`src/rtl/xilnx_rst_seq_pkg.sv`:
```
// xilnx_rst_seq_pkg: sequencer state encoding and counter width helper
package xilnx_rst_seq_pkg;
  typedef logic [1:0] seq_state_t;
  localparam seq_state_t S_HOLD = 2'd0;
  localparam seq_state_t S_DLY  = 2'd1;
  localparam seq_state_t S_ACK  = 2'd2;
  localparam seq_state_t S_RUN  = 2'd3;
  function automatic int clog2w(input int n);
    return (n > 1) ? $clog2(n) : 1;
  endfunction
endpackage

```
`src/rtl/xilnx_rst_seq_bitsync.sv`:
```
// xilnx_rst_seq_bitsync: STAGES-deep 1-bit synchroniser, async active-low reset to 0
module xilnx_rst_seq_bitsync #(
  parameter int STAGES = 3
) (
  input  logic clk_i,
  input  logic rstn_i,
  input  logic d_i,
  output logic q_o
);
  logic [STAGES-1:0] sync_q;
  // shift the asynchronous input through the flop chain
  always_ff @(posedge clk_i or negedge rstn_i)
    if (!rstn_i) sync_q <= '0;
    else sync_q <= {sync_q[STAGES-2:0], d_i};
  assign q_o = sync_q[STAGES-1];
endmodule

```
`src/rtl/xilnx_rst_seq.sv`:
```
// xilnx_rst_seq: lock-gated staged reset sequencer with software resets; RST_SEQ_ACK_TIMEOUT_EN adds an ack timeout
module xilnx_rst_seq
  import xilnx_rst_seq_pkg::*;
#(
  parameter int              N_CH        = 4,
  parameter int              SYNC_STAGES = 3,
  parameter int              STAGE_DLY   = 16,
  parameter logic [N_CH-1:0] ACK_MASK    = '0,
  parameter int              SW_RST_MIN  = 8
`ifdef RST_SEQ_ACK_TIMEOUT_EN
  , parameter int            ACK_TO      = 1024
`endif
) (
  input  logic            sys_clk,
  input  logic            sys_rstn,
  input  logic            pll_locked,
  input  logic [N_CH-1:0] sw_rst_req,
  input  logic [N_CH-1:0] ch_ack,
  output logic [N_CH-1:0] ch_rstn,
  output logic            all_done,
  output logic [1:0]      seq_state,
  output logic [N_CH-1:0] ack_timeout
);
  localparam int CNT_W = clog2w(STAGE_DLY);
  localparam int IDX_W = clog2w(N_CH);
  localparam int SW_W  = clog2w(SW_RST_MIN + 1);
  seq_state_t                 state_q, state_d;
  logic [IDX_W-1:0]           idx_q, idx_d;
  logic [CNT_W-1:0]           cnt_q, cnt_d;
  logic [N_CH-1:0]            ch_rstn_q, ch_rstn_d, rel_d, sw_act;
  logic [N_CH-1:0][SW_W-1:0]  sw_q, sw_d;
  logic                       all_done_q, all_done_d, locked_s, adv, ack_exp;
  xilnx_rst_seq_bitsync #(.STAGES(SYNC_STAGES)) u_lock_sync (
    .clk_i  (sys_clk),
    .rstn_i (sys_rstn),
    .d_i    (pll_locked),
    .q_o    (locked_s)
  );
`ifdef RST_SEQ_ACK_TIMEOUT_EN
  localparam int WCNT_W = clog2w(ACK_TO);
  logic [WCNT_W-1:0] wcnt_q, wcnt_d;
  logic [N_CH-1:0]   to_q, to_d;
  assign ack_exp = (wcnt_q == WCNT_W'(ACK_TO - 1)) & ~ch_ack[idx_q];
  // ack wait counter and sticky timeout flags; lock loss suppresses a same-cycle flag
  always_comb begin
    wcnt_d = (state_q == S_ACK && state_d == S_ACK) ? wcnt_q + 1'b1 : '0;
    to_d   = to_q | ((locked_s && state_q == S_ACK && ack_exp) ? N_CH'(1) << idx_q : '0);
  end
  // timeout state registers
  always_ff @(posedge sys_clk or negedge sys_rstn)
    if (!sys_rstn) begin
      wcnt_q <= '0;
      to_q   <= '0;
    end else begin
      wcnt_q <= wcnt_d;
      to_q   <= to_d;
    end
  assign ack_timeout = to_q;
`else
  assign ack_exp     = 1'b0;
  assign ack_timeout = '0;
`endif
  // sequencing FSM: staged release, optional ack wait, lock loss aborts everything
  always_comb begin
    state_d = state_q;
    idx_d   = idx_q;
    cnt_d   = cnt_q;
    rel_d   = (state_q == S_RUN) ? '1 : ch_rstn_q;
    adv     = 1'b0;
    if (state_q == S_HOLD) begin
      state_d = S_DLY;
      idx_d   = '0;
      cnt_d   = '0;
    end else if (state_q == S_DLY) begin
      cnt_d = cnt_q + 1'b1;
      if (cnt_q == CNT_W'(STAGE_DLY - 1)) begin
        rel_d[idx_q] = 1'b1;
        cnt_d        = '0;
        state_d      = ACK_MASK[idx_q] ? S_ACK : state_q;
        adv          = !ACK_MASK[idx_q];
      end
    end else if (state_q == S_ACK) adv = ch_ack[idx_q] | ack_exp;
    if (adv) begin
      state_d = (idx_q == IDX_W'(N_CH - 1)) ? S_RUN : S_DLY;
      idx_d   = (idx_q == IDX_W'(N_CH - 1)) ? idx_q : idx_q + 1'b1;
      cnt_d   = '0;
    end
    if (!locked_s) begin
      state_d = S_HOLD;
      idx_d   = '0;
      cnt_d   = '0;
      rel_d   = '0;
    end
  end
  // software reset hold counters, live only while running with lock
  always_comb begin
    for (int i = 0; i < N_CH; i++) begin
      sw_d[i]   = (state_q != S_RUN || !locked_s) ? '0 :
                  sw_rst_req[i] ? SW_W'(SW_RST_MIN) :
                  (sw_q[i] != '0) ? sw_q[i] - 1'b1 : '0;
      sw_act[i] = sw_d[i] != '0;
    end
    ch_rstn_d  = (state_d == S_RUN) ? ~sw_act : rel_d;
    all_done_d = (state_d == S_RUN) && !(|sw_act);
  end
  // sequencer state and registered outputs
  always_ff @(posedge sys_clk or negedge sys_rstn)
    if (!sys_rstn) begin
      state_q    <= S_HOLD;
      idx_q      <= '0;
      cnt_q      <= '0;
      sw_q       <= '0;
      ch_rstn_q  <= '0;
      all_done_q <= 1'b0;
    end else begin
      state_q    <= state_d;
      idx_q      <= idx_d;
      cnt_q      <= cnt_d;
      sw_q       <= sw_d;
      ch_rstn_q  <= ch_rstn_d;
      all_done_q <= all_done_d;
    end
  assign ch_rstn   = ch_rstn_q;
  assign all_done  = all_done_q;
  assign seq_state = state_q;
endmodule

```
`config.mk`:
```
export PLATFORM = sky130hd
export DESIGN_NAME = xilnx_rst_seq
export DESIGN_NICKNAME = d
export VERILOG_FILES = /design/src/rtl/xilnx_rst_seq_pkg.sv /design/src/rtl/xilnx_rst_seq_bitsync.sv /design/src/rtl/xilnx_rst_seq.sv
export SDC_FILE = /design/constraint.sdc
export NUM_CORES = 1
export LEC_CHECK = 0
export BUFFER_PORTS_ARGS = -buffer_cell sky130_fd_sc_hd__buf_4
export CELL_PAD_IN_SITES_DETAIL_PLACEMENT = 0
export CELL_PAD_IN_SITES_GLOBAL_PLACEMENT = 1
export CORE_MARGIN = 8
export CORE_UTILIZATION = 28
export CTS_CLUSTER_DIAMETER = 120
export DETAILED_ROUTE_END_ITERATION = 7
export PLACE_DENSITY_LB_ADDON = 0.1
export SLEW_MARGIN = 20
export SYNTH_ARGS = -nofsm -noshare
export SYNTH_HDL_FRONTEND = slang
export SYNTH_HIERARCHICAL = 1
export SYNTH_SLANG_ARGS = --single-unit
```
`constraint.sdc`:
```
create_clock -name sys_clk -period 2.6 [get_ports sys_clk]
set_input_delay 0.78 -clock sys_clk [delete_from_list [all_inputs] [get_ports sys_clk]]
set_output_delay 0.78 -clock sys_clk [all_outputs]
set_load 0.05 [all_outputs]
```
## Word-level counts from Yosys, hierarchy flattened

Index checks and enable logic that the tools add are counted.

- Bits in registers: 32
- Output and inout bits: 11
- Word-level logic and storage cells: 91

- $add $sub $neg: 6
- $lt $le $gt $ge: 2
- Equal/unequal tests: 10
- Muxes and demuxes: 44
- Bitwise gates (word level): 2
- Reduce and logical (&&, ||, !) cells: 17

Operator list:

| cell | number |
|---|---|
| 4-bit two-way mux | 23 |
| 4-bit nonzero test | 8 |
| 2-bit two-way mux | 11 |
| 4-bit by 1-bit subtractor with 4-bit output, second input constant | 4 |
| 2-bit equality test, second input constant | 4 |
| 1-bit two-way mux | 7 |
| 3-bit != test, second input constant | 2 |
| 4-bit by 1-bit adder with 4-bit output, second input constant | 1 |
| 1-bit binary-select mux with 2-bit select | 2 |
| 4-bit equality test, second input constant | 1 |
| 4-bit != test, second input constant | 1 |
| 4-bit NOT | 1 |
| 4-bit bitwise OR | 1 |
| 4-bit OR reduction | 1 |
| 1-bit zero test | 3 |
| 2-bit by 3-bit less-than comparator with 1-bit output, second input constant | 1 |
| 2-bit by 1-bit adder with 2-bit output, second input constant | 1 |
| 1-bit demux with 2-bit select | 1 |
| 2-bit by 1-bit equality test with 1-bit output, second input constant | 1 |
| 2-bit by 1-bit greater-or-equal comparator with 1-bit output, second input constant | 1 |
| 1-bit logical AND | 2 |
| 2-bit zero test | 1 |
| 2-bit != test, second input constant | 1 |
| 2-bit AND reduction | 1 |
| 1-bit logical OR | 1 |

## Longest topological paths before layout

Gate-level depths: netlist (run 1).

- Depth in word-level cells: 10
- Mapped depth: 7
- Mapped depth without buffers: 7

## Modules after synthesis

The synthesis (run 1) kept the hierarchy.

Modules (own cells, without submodules):

| module | instances | cells each | area each (µm²) | seq. area each (µm²) |
|---|---|---|---|---|
| xilnx_rst_seq | 1 | 182 | 1682.9 | 725.7 |
| xilnx_rst_seq_bitsync | 1 | 3 | 75.1 | 75.1 |

## Worst setup path before layout (run 1)

OpenSTA, ideal clock, no wires.

- Kind: input to register
- Start: input port ch_ack[3]
- End: register idx_q[1]
- Library setup time: 79 ps
- Arrival: 1876 ps
- Required time: 2521 ps
- Slack: 645 ps
- Stages on the path: 5
- Buffers on the path: 0
- Cells stage by stage: mux4_2 > nand2_1 > nor2_1 > nor3_1 > mux2i_1

- Longest elaborated chain between the ends: 7
- Elaborated cells on any way between the ends: 10

RTL lines:

| item | RTL line | source |
|---|---|---|
| start, declared | xilnx_rst_seq.sv:18 | `input logic [N_CH-1:0] ch_ack,` |
| 1-bit binary-select mux with 2-bit select (*) | xilnx_rst_seq.sv:82 | `end else if (state_q == S_ACK) adv = ch_ack[idx_q] \| ack_exp;` |
| 1-bit two-way mux (implied by the code) (*) | xilnx_rst_seq.sv:82 |  |
| 1-bit two-way mux (*) | xilnx_rst_seq.sv:82 |  |
| 1-bit two-way mux (*) | xilnx_rst_seq.sv:74 | `end else if (state_q == S_DLY) begin` |
| 1-bit two-way mux (*) | xilnx_rst_seq.sv:70 | `if (state_q == S_HOLD) begin` |
| 3-bit != test (no line) / 2-bit two-way mux (equally long branches) | n/a |  |
| 2-bit AND reduction (no line) / 2-bit two-way mux (equally long branches) | n/a |  |
| end signal, assigned | xilnx_rst_seq.sv:117 | `idx_q <= idx_d;` |
| end, declared | xilnx_rst_seq.sv:28 | `logic [IDX_W-1:0] idx_q, idx_d;` |

Mark *: on every way between the ends. The rest lies on a longest branch, timed or not. The select of a mux whose other input is x is not followed.
A chain may end at the register's enable or synchronous reset.

## Final worst setup path (run 1)

- Start: register state_q[1], in the netlist seq_state[1]
- End: output port seq_state[1]

RTL lines:

| item | RTL line | source |
|---|---|---|
| start, declared | xilnx_rst_seq.sv:27 | `seq_state_t state_q, state_d;` |
| start signal, assigned | xilnx_rst_seq.sv:116 | `state_q <= state_d;` |
| end, declared | xilnx_rst_seq.sv:21 | `output logic [1:0] seq_state,` |

No word-level cell between the ends.

==> results of run 1 <==
state kept, by name, summed over array words and instances, names as in the netlist:
name,flops
all_done,1
ch_rstn,4
cnt_q,4
idx_q,2
seq_state,2
sw_q,16
u_lock_sync/sync_q,3
logic make-up (layout without fill, tap and decap cells):
| group | Yosys count | count (layout) | synth area share, % |
|---|---|---|---|
| multiplexers | 6 | 6 | 4.27 |
| AO/OA/AOI/OAI | 35 | 35 | 12.5 |
| adder cells (fa/ha/maj) | 13 | 13 | 9.25 |
| flip-flops | 32 | 32 | 45.6 |
| XOR/XNOR | 4 | 4 | 1.99 |
| AND/OR/NAND/NOR | 70 | 70 | 19.1 |
| other | 1 | 4 | 0.213 |
| buffers and inverters | 24 | 41 | 7.05 |
where the power goes:
part	leakage [nW]	switching [mW]	internal (mW)
registers	0.437	0.00757	0.502
clock network	0.0455	0.180	0.216
logic	0.471	0.0375	0.0174
total	0.953	0.225	0.735
how the worst max path moves through the flow:
stage	from	end	slack, ns	depth (start not counted)
after floorplan	ch_ack[3]	idx_q[1]	0.64	5
after global placement	ch_ack[3]	all_done	0.41	6
after detailed placement	ch_ack[3]	all_done	0.38	6
after CTS	seq_state[1]	seq_state[1]	0.66	1
after global routing	cnt_q[0]	all_done	0.48	6
final	seq_state[1]	seq_state[1]	0.64	1
layout make-up:
class | count | area (µm²)
well taps | 77 | 96.3
clock buffers | 8 | 90.1
fillers | 644 | 4180
inverters | 15 | 56.3
repair buffers | 18 | 135
flip-flops and latches | 32 | 801
multi-input cells | 132 | 845
per-stage QoR:
stage | power (mW) | cells | hold WS (ns)
3_5_place_dp | 0.576 | 274 | 0.337
3_3_place_gp | 0.575 | 274 | 0.335
5_1_grt | 1.01 | 282 | 0.368
6_report | 0.961 | 282 | 0.351
2_1_floorplan | 0.551 | 188 | 0.331
4_1_cts | 0.991 | 282 | 0.353
cell usage after synthesis, types with 3 or more instances:
cell	instances	area, µm²
nor2_1	28	105
a21oi_1	10	50.1
mux2i_1	3	30.0
and3_1	3	18.8
ha_1	13	163
nand2_1	8	30.0
o211ai_1	3	22.5
inv_1	15	56.3
a211oi_1	3	22.5
buf_4	4	30.0
o21ai_0	10	50.1
dfrtp_1	32	801
nor3_1	9	45.0
or3_1	3	18.8
xnor2_1	4	35.0
nand3_1	10	50.1
layout by cell type (no fill, tap or decap), types with 4 or more instances in the layout:
cell / n
nand2_1: 8
dfrtp_1: 32
xnor2_1: 4
inv_1: 15
o21ai_0: 10
a21oi_1: 10
buf_4: 18
clkbuf_8: 6
ha_1: 13
nand3_1: 10
conb_1: 4
nor2_1: 28
nor3_1: 9
metal layers:
metal | wire length [µm] | global-route usage, %
met2 | 1730 | 14.5
met5 | 0 | 0
met1 | 1770 | 11.4
met3 | 204 | 3.46
met4 | 53 | 3.51
==> flow_summary_export.csv, run 1 <==
group,metric,value,unit
clock_network,cts_resized,0,
finish,final_area,2020,µm²
hold_path,worstHoldStart,"u_lock_sync/sync_q[0]",
placement,io_buffers,17,
placement,gp_congestion,0.787,
sta,setup_ws,0.642,ns
placement,dp_slack,0.385,ns
setup_path,critPathBufInv,1,
run,maxCapViolCount,0,
clock_network,clk_pin_slew_worst_paths,0.07,ns
routing,drt_iter0_drc,39,
routing,drt_first_pass_iters,4,
finish,drive_gt1_share,14.6,%
clock_network,cts_made_buffers,5,
sta,setup_viol,0,
setup_path,slowest_stage,"dfrtp_1",
power,powerDensity,475,nW/µm²
clock_network,post_cts_buffers,0,
routing,finalWirelength,3.76,mm
routing,detail-route-antenna-nets,0,
setup_path,critPathMaxFanout,14,
synth,async_flop_share,100,%
power,leakagePower,0.953,nW
routing,drc,0,
global_route,grt_pass1_vias,1375,
clock_network,htree_levels,2,
setup_path,max_stage_delay,0.61,ns
global_route,grt_pass1_wl,6.57,mm
synth,syn_inst,185,
synth,synth_edf_count,0,
synth,synth-seq-area-share,45.6,%
synth,syn-mean-instance-area,9.50,µm²
setup_path,r2r_end,"all_done",
clock_network,cts_buffer_depth,2,
floorplanning,die_w,95.2,µm
setup_path,start_kind,"flip-flop",
synth,synth_ff_type,"dfrtp_1",
clock_network,clock_latency,0.28,ns
sta,timing.final.crit_share,75.3,%
floorplanning,core_area,6200,µm²
sta,skew,0.00681,ns
setup_path,rrSetupSlack,0.65,ns
global_route,grt_max_degree,33,
floorplanning,ios,22,
setup_path,worstRegToRegCells,6,
global_route,grt_usage,9.28,%
floorplanning,die_area,9070,µm²
routing,viasPerCell,4.68,
setup_path,r2r-start,"cnt_q[0]",
clock_network,cts_hold_buf,0,
clock_network,cts_tree,"built",
power,vdd_ir_drop_max,0.000226,V
clock_network,clockRootBuffer,"clkbuf_8",
sta,fin_tns_setup,0,ns
setup_path,crit_chain,"buf_4",
finish,fin_nets,228,
hold_path,hold_end,"u_lock_sync/sync_q[1]",
sta,min_period,1.96,ns
routing,wl_per_cell,13.3,µm
floorplanning,start_util,28.3,%
sta,fmax,511,MHz
synth,ys_ff_latch,32,
routing,num_vias,1319,
setup_path,end_kind,"output pin",
synth,synth_warnings,6,
hold_path,whs_path_depth,0,
global_route,overflow,0,
floorplanning,rows,29,
hold_path,min_path_type,"flip-flop to flip-flop",
clock_network,clock_sinks,32,
setup_path,crit_type,"flip-flop to output pin",
synth,ys_types,38,
placement,place_area,1930,µm²
outcome,status,"complete, no violations",
sta,drv_slew,0,
sta,hold_violations,0,
global_route,grt_antenna_before_repair,0,
finish,diodes,0,
setup_path,arrival,1.18,ns
setup_path,critPathTopFamily,"flip-flops",
finish,post-route-util,32.6,%
synth,syn_area,1760,µm²
finish,area_growth,15.1,%
sta,relSlewSlack,66.3,%
placement,dp_hpwl,2.71,mm
setup_path,worst_ep_required_time,1.82,ns
sta,worstMarginPinSlew,0.506,ns
sta,rsz0062_at_grt,"false",
floorplanning,die_y,95.2,µm
No activity file was read; power rests on OpenSTA's default activity.
==> run 2, diff against run 1 <==
--- a/config.mk
+++ b/config.mk
@@ -5,6 +5,7 @@
 export SDC_FILE = /design/constraint.sdc
 export NUM_CORES = 1
 export LEC_CHECK = 0
+export ABC_AREA = 1
 export BUFFER_PORTS_ARGS = -buffer_cell sky130_fd_sc_hd__buf_4
 export CELL_PAD_IN_SITES_DETAIL_PLACEMENT = 0
 export CELL_PAD_IN_SITES_GLOBAL_PLACEMENT = 1
==> constraint.sdc (replaced) <==
create_clock -name sys_clk -period 1.87 [get_ports sys_clk]
set_input_delay 0.561 -clock sys_clk [delete_from_list [all_inputs] [get_ports sys_clk]]
set_output_delay 0.561 -clock sys_clk [all_outputs]
set_load 0.05 [all_outputs]
==> run 2 against run 1 <==
Area after synthesis is 7.9% higher. Largest cell class unchanged. Critical path depth grew 8. Global-route usage decreased by 0.22 points. Clock skew barely moved. Largest power group unchanged. Utilization increased by 0.18 points.
==> flow_summary_export.csv, run 2 <==
group,metric,value,unit
sta,fin_tns_setup,0,ns
global_route,gr-max-usage-layer,"met2",
setup_path,worstRegToRegCells,9,
synth,synth.most_common_cell,"nand2_1",
sta,min_period,1.66,ns
finish,largest_reg_flops,16,
clock_network,clockRootBuffer,"clkbuf_8",
clock_network,clock_sinks,32,
sta,rsz0062_at_grt,"false",
placement,io_buffers,17,
synth,ys_ff_latch,32,
routing,wl_per_cell,11.5,µm
sta,drv_slew,0,
routing,num_vias,1536,
clock_network,cts_resized,0,
synth,synth_top_area_share,42.2,%
hold_path,min_path_type,"input pin to asynchronous set/reset pin",
clock_network,post_cts_buffers,0,
finish,diodes,0,
placement,dp_hpwl,3.13,mm
sta,hold_violations,0,
synth,yosys.area.top_type,"dfrtp_1",
global_route,grt_max_degree,33,
finish,drive_gt1_share,12.7,%
global_route,grt_usage,9.06,%
clock_network,cts_tree,"built",
sta,timing.final.crit_share,89.0,%
synth,ys_types,24,
synth,synth_edf_count,0,
setup_path,start_kind,"flip-flop",
clock_network,cts_hold_buf,0,
global_route,grt_antenna_before_repair,0,
synth,syn_area,1900,µm²
run,maxCapViolCount,0,
power,leakagePower,1.25,nW
setup_path,crit_type,"flip-flop to flip-flop",
sta,fmax,601,MHz
floorplanning,die_area,9660,µm²
routing,drt_iter0_drc,60,
floorplanning,die_y,98.3,µm
routing,drc,0,
floorplanning,core_area,6680,µm²
clock_network,clk_pin_slew_worst_paths,0.07,ns
outcome,status,"complete, no violations",
global_route,gr-usage-met3,1.99,%
floorplanning,ios,22,
synth,synth_warnings,6,
sta,setup_ws,0.206,ns
clock_network,htree_levels,2,
global_route,grt_use_met1,11.5,%
setup_path,worst_ep_required_time,2.04,ns
sta,setup_viol,0,
synth,synth_area_leaders,"dfrtp_1 (42%), nand2_1 (12%), ha_1 (8.6%)",
clock_network,clock_latency,0.28,ns
power,powerDensity,626,nW/µm²
synth,syn-mean-instance-area,7.50,µm²
placement,dp_slack,0.200,ns
synth,synth-seq-area-share,42.2,%
sta,skew,0.00729,ns
floorplanning,rows,30,
global_route,overflow,0,
power,vdd_ir_drop_max,0.000286,V
routing,finalWirelength,4.09,mm
finish,fin_nets,299,
finish,area_growth,15.5,%
global_route,grt_pass1_vias,1512,
synth,syn_inst,253,
setup_path,critPathMaxFanout,5,
clock_network,cts_buffer_depth,2,
setup_path,end_kind,"flip-flop",
setup_path,arrival,1.84,ns
global_route,grt_pass1_wl,7.13,mm
routing,detail-route-antenna-nets,0,
synth,synth_ff_type,"dfrtp_1",
routing,viasPerCell,4.33,
floorplanning,die_w,98.3,µm
routing,drt_first_pass_iters,4,
clock_network,cts_made_buffers,5,
floorplanning,start_util,28.4,%
finish,top_register,"sw_q",
global_route,grtUsageMet2,14.3,%
finish,final_cell_mix,"nand2_1 (59), inv_1 (41), nor2_1 (39)",
placement,gp_congestion,0.744,
synth,async_flop_share,100,%
finish,final_common_cell,"nand2_1",
synth,ys_top_cells_by_count,"nand2_1 (59), inv_1 (41), nor2_1 (39)",
finish,nFillCells,731,
[run 2: cell types whose count changed in the layout (fill, tap and decap cells not counted), sizes merged, moves of 7 or more]
cell,before,now
nand2,8,63
nor3,9,0
inv,15,42
nand3,10,30
o21ai,10,3
nor2,28,41
[run 2: kinds of logic (layout without fill, tap and decap cells)]
family	count (synthesis)	count (layout)	share of synthesized area (%)
XOR/XNOR	2	2	0.924
AO/OA/AOI/OAI	17	17	5.01
buffers and inverters	48	67	11.0
other	1	4	0.198
flip-flops	32	32	42.2
adder cells (fa/ha/maj)	13	13	8.58
AND/OR/NAND/NOR	140	140	32.1
[run 2: where the power goes]
part	leakage, nW	total (mW)	switching [mW]	internal (mW)
registers	0.437	0.704	0.00603	0.698
clock network	0.0503	0.580	0.252	0.328
logic	0.761	0.0875	0.0615	0.0260
[run 2: cell type report]
type | count | area, µm² | share of cell area, %
repair buffers | 18 | 135 | 6.17
clock buffers | 7 | 96.3 | 4.40
flip-flops and latches | 32 | 801 | 36.6
inverters | 42 | 160 | 7.31
well taps | 80 | 100 | 4.57
multi-input cells | 176 | 898 | 41.0
[run 2: final timing paths]
kind	from	to	slack, ns
worst max-delay path	cnt_q[0]	ch_rstn[0]	0.21
worst max register to register	cnt_q[0]	ch_rstn[0]	0.21
worst min register to register	u_lock_sync/sync_q[0]	u_lock_sync/sync_q[1]	0.35
worst min-delay path	sys_rstn	sw_q[9]	0.22
min in group sys_clk	u_lock_sync/sync_q[0]	u_lock_sync/sync_q[1]	0.35
max in group asynchronous	sys_rstn	sw_q[15]	1.33
[run 2: through the flow]
step / std cells / power [mW] / util (%) / area, µm² / hold slack (ns)
finish: 355 / 1.37 / 32.8 / 2190 / 0.219
CTS: 355 / 1.40 / 32.8 / 2190 / 0.232
global route: 355 / 1.43 / 32.8 / 2190 / 0.254
global placement: 348 / 0.808 / 31.3 / 2090 / 0.333
detailed placement: 348 / 0.807 / 31.3 / 2090 / 0.336
floorplan: 256 / 0.771 / - / 1910 / 0.265
[run 2: worst max-delay path, cell delays in order (launching register included)]
cell and delay, ns:
dfrtp_1 0.40, ha_1 0.22, nand2_1 0.10, nor2_1 0.07
nand2_1 0.14, nand2_2 0.11, nand2_1 0.08, nand4_1 0.23
nand2_1 0.14, nand2_1 0.06
[run 2: layer usage]
metal	part of all wire (%)	vias up
met4	1.4	0
met2	45	17
met5	0	-
met3	2.3	8
li1	-	825
met1	51	686
